--- src/rtl/exp6_unidade_controle.sv ---
// Control unit for the exp6 memory game: a Moore FSM that plays the stored
// sequence round by round on LEDs/buzzer, then collects and checks the
// player's moves, with an optional per-move timeout. All outputs are decoded
// from the current state only; db_estado exposes the state code.
//
// Input semantics: jogada_feita is a one-cycle pulse per button press. All
// other condition inputs are levels sampled on the rising clock edge.
module exp6_unidade_controle #(
   parameter bit TIMEOUT_EN = 1'b1
) (
   input  logic       clock,
   input  logic       reset,
   input  logic       iniciar,
   input  logic       jogada_feita,
   input  logic       jogada_correta,
   input  logic       enderecoIgualRodada,
   input  logic       nivel_jogadas_reg,
   input  logic       nivel_tempo_reg,
   input  logic       meioCR,
   input  logic       fimCR,
   input  logic       meioTM,
   input  logic       fimTM,
   input  logic       fimTempo,
   output logic       zeraR,
   output logic       registraR,
   output logic       zeraC,
   output logic       contaC,
   output logic       registraN,
   output logic       contaTempo,
   output logic       zeraCR,
   output logic       zeraTempo,
   output logic       contaCR,
   output logic       zeraTM,
   output logic       contaTM,
   output logic       ativa_leds,
   output logic       toca,
   output logic       pronto,
   output logic       ganhou,
   output logic       perdeu,
   output logic       timeout,
   output logic [4:0] db_estado
);

   typedef enum logic [4:0] {
      INICIAL     = 5'd0,
      PREPARA     = 5'd1,
      REG_NIVEL   = 5'd2,
      INICIO_ROD  = 5'd3,
      MOSTRA      = 5'd4,
      APAGA       = 5'd5,
      PROX_LED    = 5'd6,
      ZERA_JOG    = 5'd7,
      ESPERA      = 5'd8,
      REGISTRA    = 5'd9,
      COMPARA     = 5'd10,
      PROX_JOG    = 5'd11,
      FIM_RODADA  = 5'd12,
      PROX_RODADA = 5'd13,
      ACERTOU     = 5'd14,
      ERROU       = 5'd15,
      TIMEOUT_ST  = 5'd16
   } estado_t;

   estado_t state_q, state_d;

   // Timeout only exists when built in and selected for this game.
   logic tempo_en;
   assign tempo_en = TIMEOUT_EN & nivel_tempo_reg;

   // Which round counter flag marks the final round for the chosen game length.
   logic ultima_rodada;
   assign ultima_rodada = nivel_jogadas_reg ? fimCR : meioCR;

   // State register: async reset drops straight to INICIAL, so LEDs/buzzer
   // go dark the instant reset asserts.
   always_ff @(posedge clock or negedge reset) begin
      if (!reset) state_q <= INICIAL;
      else        state_q <= state_d;
   end

   // Next-state logic; any condition not listed holds the current state.
   always_comb begin
      state_d = state_q;
      case (state_q)
         INICIAL:     if (iniciar) state_d = PREPARA;
         PREPARA:     state_d = REG_NIVEL;
         REG_NIVEL:   state_d = INICIO_ROD;
         INICIO_ROD:  state_d = MOSTRA;
         MOSTRA:      if (meioTM) state_d = APAGA;
         APAGA:       if (fimTM) state_d = enderecoIgualRodada ? ZERA_JOG : PROX_LED;
         PROX_LED:    state_d = MOSTRA;
         ZERA_JOG:    state_d = ESPERA;
         // A press wins over a timeout landing in the same cycle.
         ESPERA: begin
            if (jogada_feita)               state_d = REGISTRA;
            else if (fimTempo && tempo_en)  state_d = TIMEOUT_ST;
         end
         REGISTRA:    state_d = COMPARA;
         COMPARA: begin
            if (!jogada_correta)          state_d = ERROU;
            else if (enderecoIgualRodada) state_d = FIM_RODADA;
            else                          state_d = PROX_JOG;
         end
         PROX_JOG:    state_d = ESPERA;
         FIM_RODADA:  state_d = ultima_rodada ? ACERTOU : PROX_RODADA;
         PROX_RODADA: state_d = INICIO_ROD;
         ACERTOU,
         ERROU,
         TIMEOUT_ST:  if (iniciar) state_d = PREPARA;
         default:     state_d = INICIAL;
      endcase
   end

   // Moore output decode; every output defaults low.
   always_comb begin
      zeraR      = 1'b0;
      registraR  = 1'b0;
      zeraC      = 1'b0;
      contaC     = 1'b0;
      registraN  = 1'b0;
      contaTempo = 1'b0;
      zeraCR     = 1'b0;
      zeraTempo  = 1'b0;
      contaCR    = 1'b0;
      zeraTM     = 1'b0;
      contaTM    = 1'b0;
      ativa_leds = 1'b0;
      toca       = 1'b0;
      pronto     = 1'b0;
      ganhou     = 1'b0;
      perdeu     = 1'b0;
      timeout    = 1'b0;
      case (state_q)
         PREPARA: begin
            zeraR     = 1'b1;
            zeraC     = 1'b1;
            zeraCR    = 1'b1;
            zeraTM    = 1'b1;
            zeraTempo = 1'b1;
         end
         REG_NIVEL:   registraN = 1'b1;
         INICIO_ROD: begin
            zeraC  = 1'b1;
            zeraTM = 1'b1;
         end
         MOSTRA: begin
            ativa_leds = 1'b1;
            toca       = 1'b1;
            contaTM    = 1'b1;
         end
         APAGA:       contaTM = 1'b1;
         PROX_LED: begin
            contaC = 1'b1;
            zeraTM = 1'b1;
         end
         ZERA_JOG: begin
            zeraC     = 1'b1;
            zeraTempo = 1'b1;
         end
         ESPERA:      contaTempo = tempo_en;
         REGISTRA:    registraR = 1'b1;
         PROX_JOG: begin
            contaC    = 1'b1;
            zeraTempo = 1'b1;
         end
         PROX_RODADA: contaCR = 1'b1;
         ACERTOU: begin
            pronto = 1'b1;
            ganhou = 1'b1;
         end
         ERROU: begin
            pronto = 1'b1;
            perdeu = 1'b1;
         end
         TIMEOUT_ST: begin
            pronto  = 1'b1;
            perdeu  = 1'b1;
            timeout = 1'b1;
         end
         default: ;
      endcase
   end

   assign db_estado = state_q;

endmodule

--- config.mk ---
export PLATFORM = sky130hd
export DESIGN_NAME = exp6_unidade_controle
export DESIGN_NICKNAME = d
export VERILOG_FILES = /design/src/rtl/exp6_unidade_controle.sv
export SDC_FILE = /design/constraint.sdc
export NUM_CORES = 1
export LEC_CHECK = 0
export BUFFER_PORTS_ARGS = -buffer_cell sky130_fd_sc_hd__buf_2
export CAP_MARGIN = 10
export CORE_AREA = 2 2 53 55
export CTS_CLUSTER_SIZE = 8
export DETAILED_ROUTE_END_ITERATION = 10
export DIE_AREA = 0 0 55 57
export GPL_ROUTABILITY_DRIVEN = 0
export PLACE_DENSITY = 0.62
export SYNTH_ARGS = -nofsm -noshare
export SYNTH_HDL_FRONTEND = slang
export SYNTH_SLANG_ARGS = --single-unit
--- constraint.sdc ---
create_clock -name clock -period 2.2 [get_ports clock]
set_clock_uncertainty 0.05 [all_clocks]
set_input_delay 0.33 -clock clock [delete_from_list [all_inputs] [get_ports clock]]
set_output_delay 0.33 -clock clock [all_outputs]
set_load 0.1 [all_outputs]
==> key figures <==
Status
  – Status: completed

Worst setup path
  – Series of cell instances along the critical path: buf_6 > xnor2_1 > a2111oi_4 > buf_12
  – Classification of the worst setup path: reg -> out
  – Register-to-Register Path Depth: 5
  – Launch instance of the worst register-to-register path: db_estado[3]$_DFFE_PN0P_
  – Arrival time worst endpoint: roughly 1.8 ns
  – Required time of the critical path: between 1.5 and 2 ns
  – First element of the critical path: db_estado[3]$_DFFE_PN0P_
  – Delay-heaviest family, CP: flip-flops
  – Crit-path slowest cell: sky130_fd_sc_hd__dfrtp_4
  – Type of destination of the critical path: output pin
  – Max FO, Critical Path: 14
  – Reg-to-Reg End: db_estado[4]$_DFFE_PN0P_
  – Critical path depth: 4
  – Buffering stage count on the worst path with inverters included: 2
  – Timing endpoint of the critical path: zeraTempo
  – Maximum cell stage delay along the critical path: around 0.5 ns
  – Register-to-register setup slack: ~0.090 ns
  – Startpoint types: flip-flop

Drt
  – Number of detailed-route iterations in the first pass: 4
  – Total routed wirelength: around 2.3 mm
  – Vias after detailed routing: between 800 and 900
  – Detail-routed net length per standard cell: 14.32 um
  – Count of antenna-violating nets left after detailed routing: 0
  – Number of violations reported at the end of detailed-routing iteration 0: 22
  – Residual DRC: 0
  – Via-to-Cell Ratio: 5.232

GRT
  – Via count of the first global-routing pass: ~850
  – Congestion Overflow GR: 0
  – First-pass GRT wire length: 3.926 mm
  – Antenna violations before repair: 0
  – Total GRT Usage: between 10% and 20%
  – Maximum number of pins on one net before global-route repair: 20

Timing
  – Number of endpoints failing setup at the final stage: 0
  – Transition time at the pin with the least slew margin: 0.4947 ns
  – Final Hold Fails: 0
  – Pins over their slew limit: 0
  – Accumulated negative setup slack: 0 ns
  – Maximum frequency from static timing analysis: about 470 MHz
  – Final Cycle Share: 96.93%
  – Rel. slew slack: between 60 and 70%
  – Minimum period implied by the final worst setup slack: roughly 2.1 ns
  – RSZ-0062 raised after global routing: no

Floorplanning
  – Area inside the core boundary: around 2600 um^2
  – Die height: between 50 and 60 um
  – FP Rows: 19
  – Die ar.: between 3000 and 4000 um^2
  – Die Wd: ~55 um
  – Initial standard-cell utilization of the core: approximately 28%
  – IO Count: 35

Synthesis
  – Post-synthesis mux area share: around 6%
  – Average cell area after synthesis: 7.667 um^2
  – Number of synthesized flops with an enable pin: 0
  – Synth warn: 0
  – Most used DFF post-synth: sky130_fd_sc_hd__dfrtp_1
  – Post-Synth Adder-Cell Area: 0%
  – Post-synthesis share of cell area spent on xor and xnor gates: roughly 1.2%
  – Number of storage elements in the synthesis netlist: 5
  – Sequential element share of the synthesized area: roughly 17%
  – Unique cell type count in the Yosys netlist: 45
  – Simple-gate share of the synthesized area: 40.97%
  – Total nets after synthesis: 107
  – Area fraction in compound gates after synthesis: 22.40%
  – Largest family of logic cells by synthesized area: simple AND/OR/NAND/NOR gates
  – Netlist Area Pre-Place: between 700 and 800 um^2
  – Synthesized instance count: 94
  – Share of flip-flops with an asynchronous set or reset: 100.0%

Layout
  – Commonest non-fill, non-tap cell in the layout: sky130_fd_sc_hd__buf_2
  – Fraction of final layout cells with drive strength greater than 1: a little over three fifths
  – Commonest cells after routing, fill and taps aside: sky130_fd_sc_hd__buf_2, sky130_fd_sc_hd__buf_12, sky130_fd_sc_hd__buf_4
  – Number of diodes added for antenna fixing: 0
  – Final layout net count: between 100 and 150
  – Flip-flop count of the largest register after layout: 5
  – Growth of design area from synthesis to finish: 78.99%
  – Layout Cells excl Fill: approximately 160

CTS
  – Source-to-sink clock delay at the later pin of the worst-skew pair: between 0.2 and 0.3 ns
  – Maximum root-to-sink buffer count: 2
  – CTS H-tree lvls: 1
  – Clock root buffer master: sky130_fd_sc_hd__clkbuf_4
  – TritonCTS clock tree: yes
  – TritonCTS buffer count: 3
  – Clock transition time at the flip-flop clock pins of the worst setup and hold paths: about 0.05 ns
  – Number of sinks handled by clock tree synthesis: 5

Place
  – DPL Wire Length: between 1.5 and 2 mm
  – I/O Buffers: 34
  – Placed cell count: approximately 150

Min path
  – Class of the tightest hold or removal check: in -> async

Run
  – Max-capacitance violation count: 0
[area by class of cell]
cell class	count	area (um^2)
sequential	5	141.4
multi-input combinational	74	631.9
clock buffer	4	26.28
timing repair buffer	47	436.7
fill	247	1325
inverter	3	15.01
tap	31	38.79
[worst min path at each step]
stage	start	end	slack [ns]	depth (start not counted)
after floorplan	reset	db_estado[4]$_DFFE_PN0P_	-0.02	0
after global placement	reset	db_estado[3]$_DFFE_PN0P_	0.1	1
after detailed placement	reset	db_estado[1]$_DFFE_PN0P_	0.1	1
after CTS	reset	db_estado[1]$_DFFE_PN0P_	0.37	2
after global routing	reset	db_estado[2]$_DFFE_PN0P_	0.38	2
final	reset	db_estado[1]$_DFFE_PN0P_	0.37	2
[Yosys cell counts (2+ instances only)]
library cell	instances	area [um^2]
sky130_fd_sc_hd__buf_4	2	15.01
sky130_fd_sc_hd__nand2_1	7	26.28
sky130_fd_sc_hd__a21oi_1	6	30.03
sky130_fd_sc_hd__clkbuf_1	5	18.77
sky130_fd_sc_hd__o2bb2ai_1	2	17.52
sky130_fd_sc_hd__inv_1	3	11.26
sky130_fd_sc_hd__nor3b_1	2	15.01
sky130_fd_sc_hd__buf_6	3	33.78
sky130_fd_sc_hd__nand2b_1	3	18.77
sky130_fd_sc_hd__o21a_1	2	15.01
sky130_fd_sc_hd__nor3_1	4	20.02
sky130_fd_sc_hd__o21ai_0	2	10.01
sky130_fd_sc_hd__nor2b_1	3	18.77
sky130_fd_sc_hd__nor4_1	3	18.77
sky130_fd_sc_hd__dfrtp_1	5	125.1
sky130_fd_sc_hd__and3_1	4	25.02
sky130_fd_sc_hd__mux2i_1	2	20.02
sky130_fd_sc_hd__nor2_1	8	30.03
sky130_fd_sc_hd__or3b_2	2	17.52
[logic make-up (layout without fill, tap and decap cells)]
| family | after synthesis | count (layout) |
|---|---|---|
| AND/OR/NAND/NOR | 48 | 48 |
| multiplexers | 4 | 4 |
| flip-flops | 5 | 5 |
| XOR/XNOR | 1 | 1 |
| AO/OA/AOI/OAI | 21 | 21 |
| buffers and inverters | 15 | 54 |
[per-layer routing]
layer | track usage (%) | part of all wire [%] | vias to the layer above | wire length (um)
li1 | - | - | 423 | -
met1 | 22.02 | 41 | 406 | 966
met2 | 26.70 | 53 | 27 | 1234
met3 | 2.356 | 5.5 | 2 | 129
met4 | 5.575 | 0.77 | 0 | 18
met5 | 0 | 0 | - | 0
[what timing repair did]
item                       in CTS  in global routing
resized for setup               1                  3
pin swaps                       1                  2
hold buffers                    1                  0
buffers inserted                3                  4
hold endpoints to repair        5                  0
setup endpoints to repair       5                  8
[per-stage QoR]
step | hold slack [ns] | instance area (um^2) | worst slack [ns] | utilization (%)
finish | 0.3671 | 1290 | 0.06764 | 49.33
global route | 0.3764 | 1290 | 0.0007053 | 49.33
CTS | 0.3742 | 1251 | 0.007603 | 47.85
detailed placement | 0.09727 | 1187 | 0.1587 | 45.41
global placement | 0.09561 | 1187 | 0.2196 | 45.41
floorplan | -0.01559 | 902.1 | -0.7300 | -
Power is left out: the tool's default activity adds up to more than one toggle a clock period on the data nets, which glitch-free logic cannot reach.
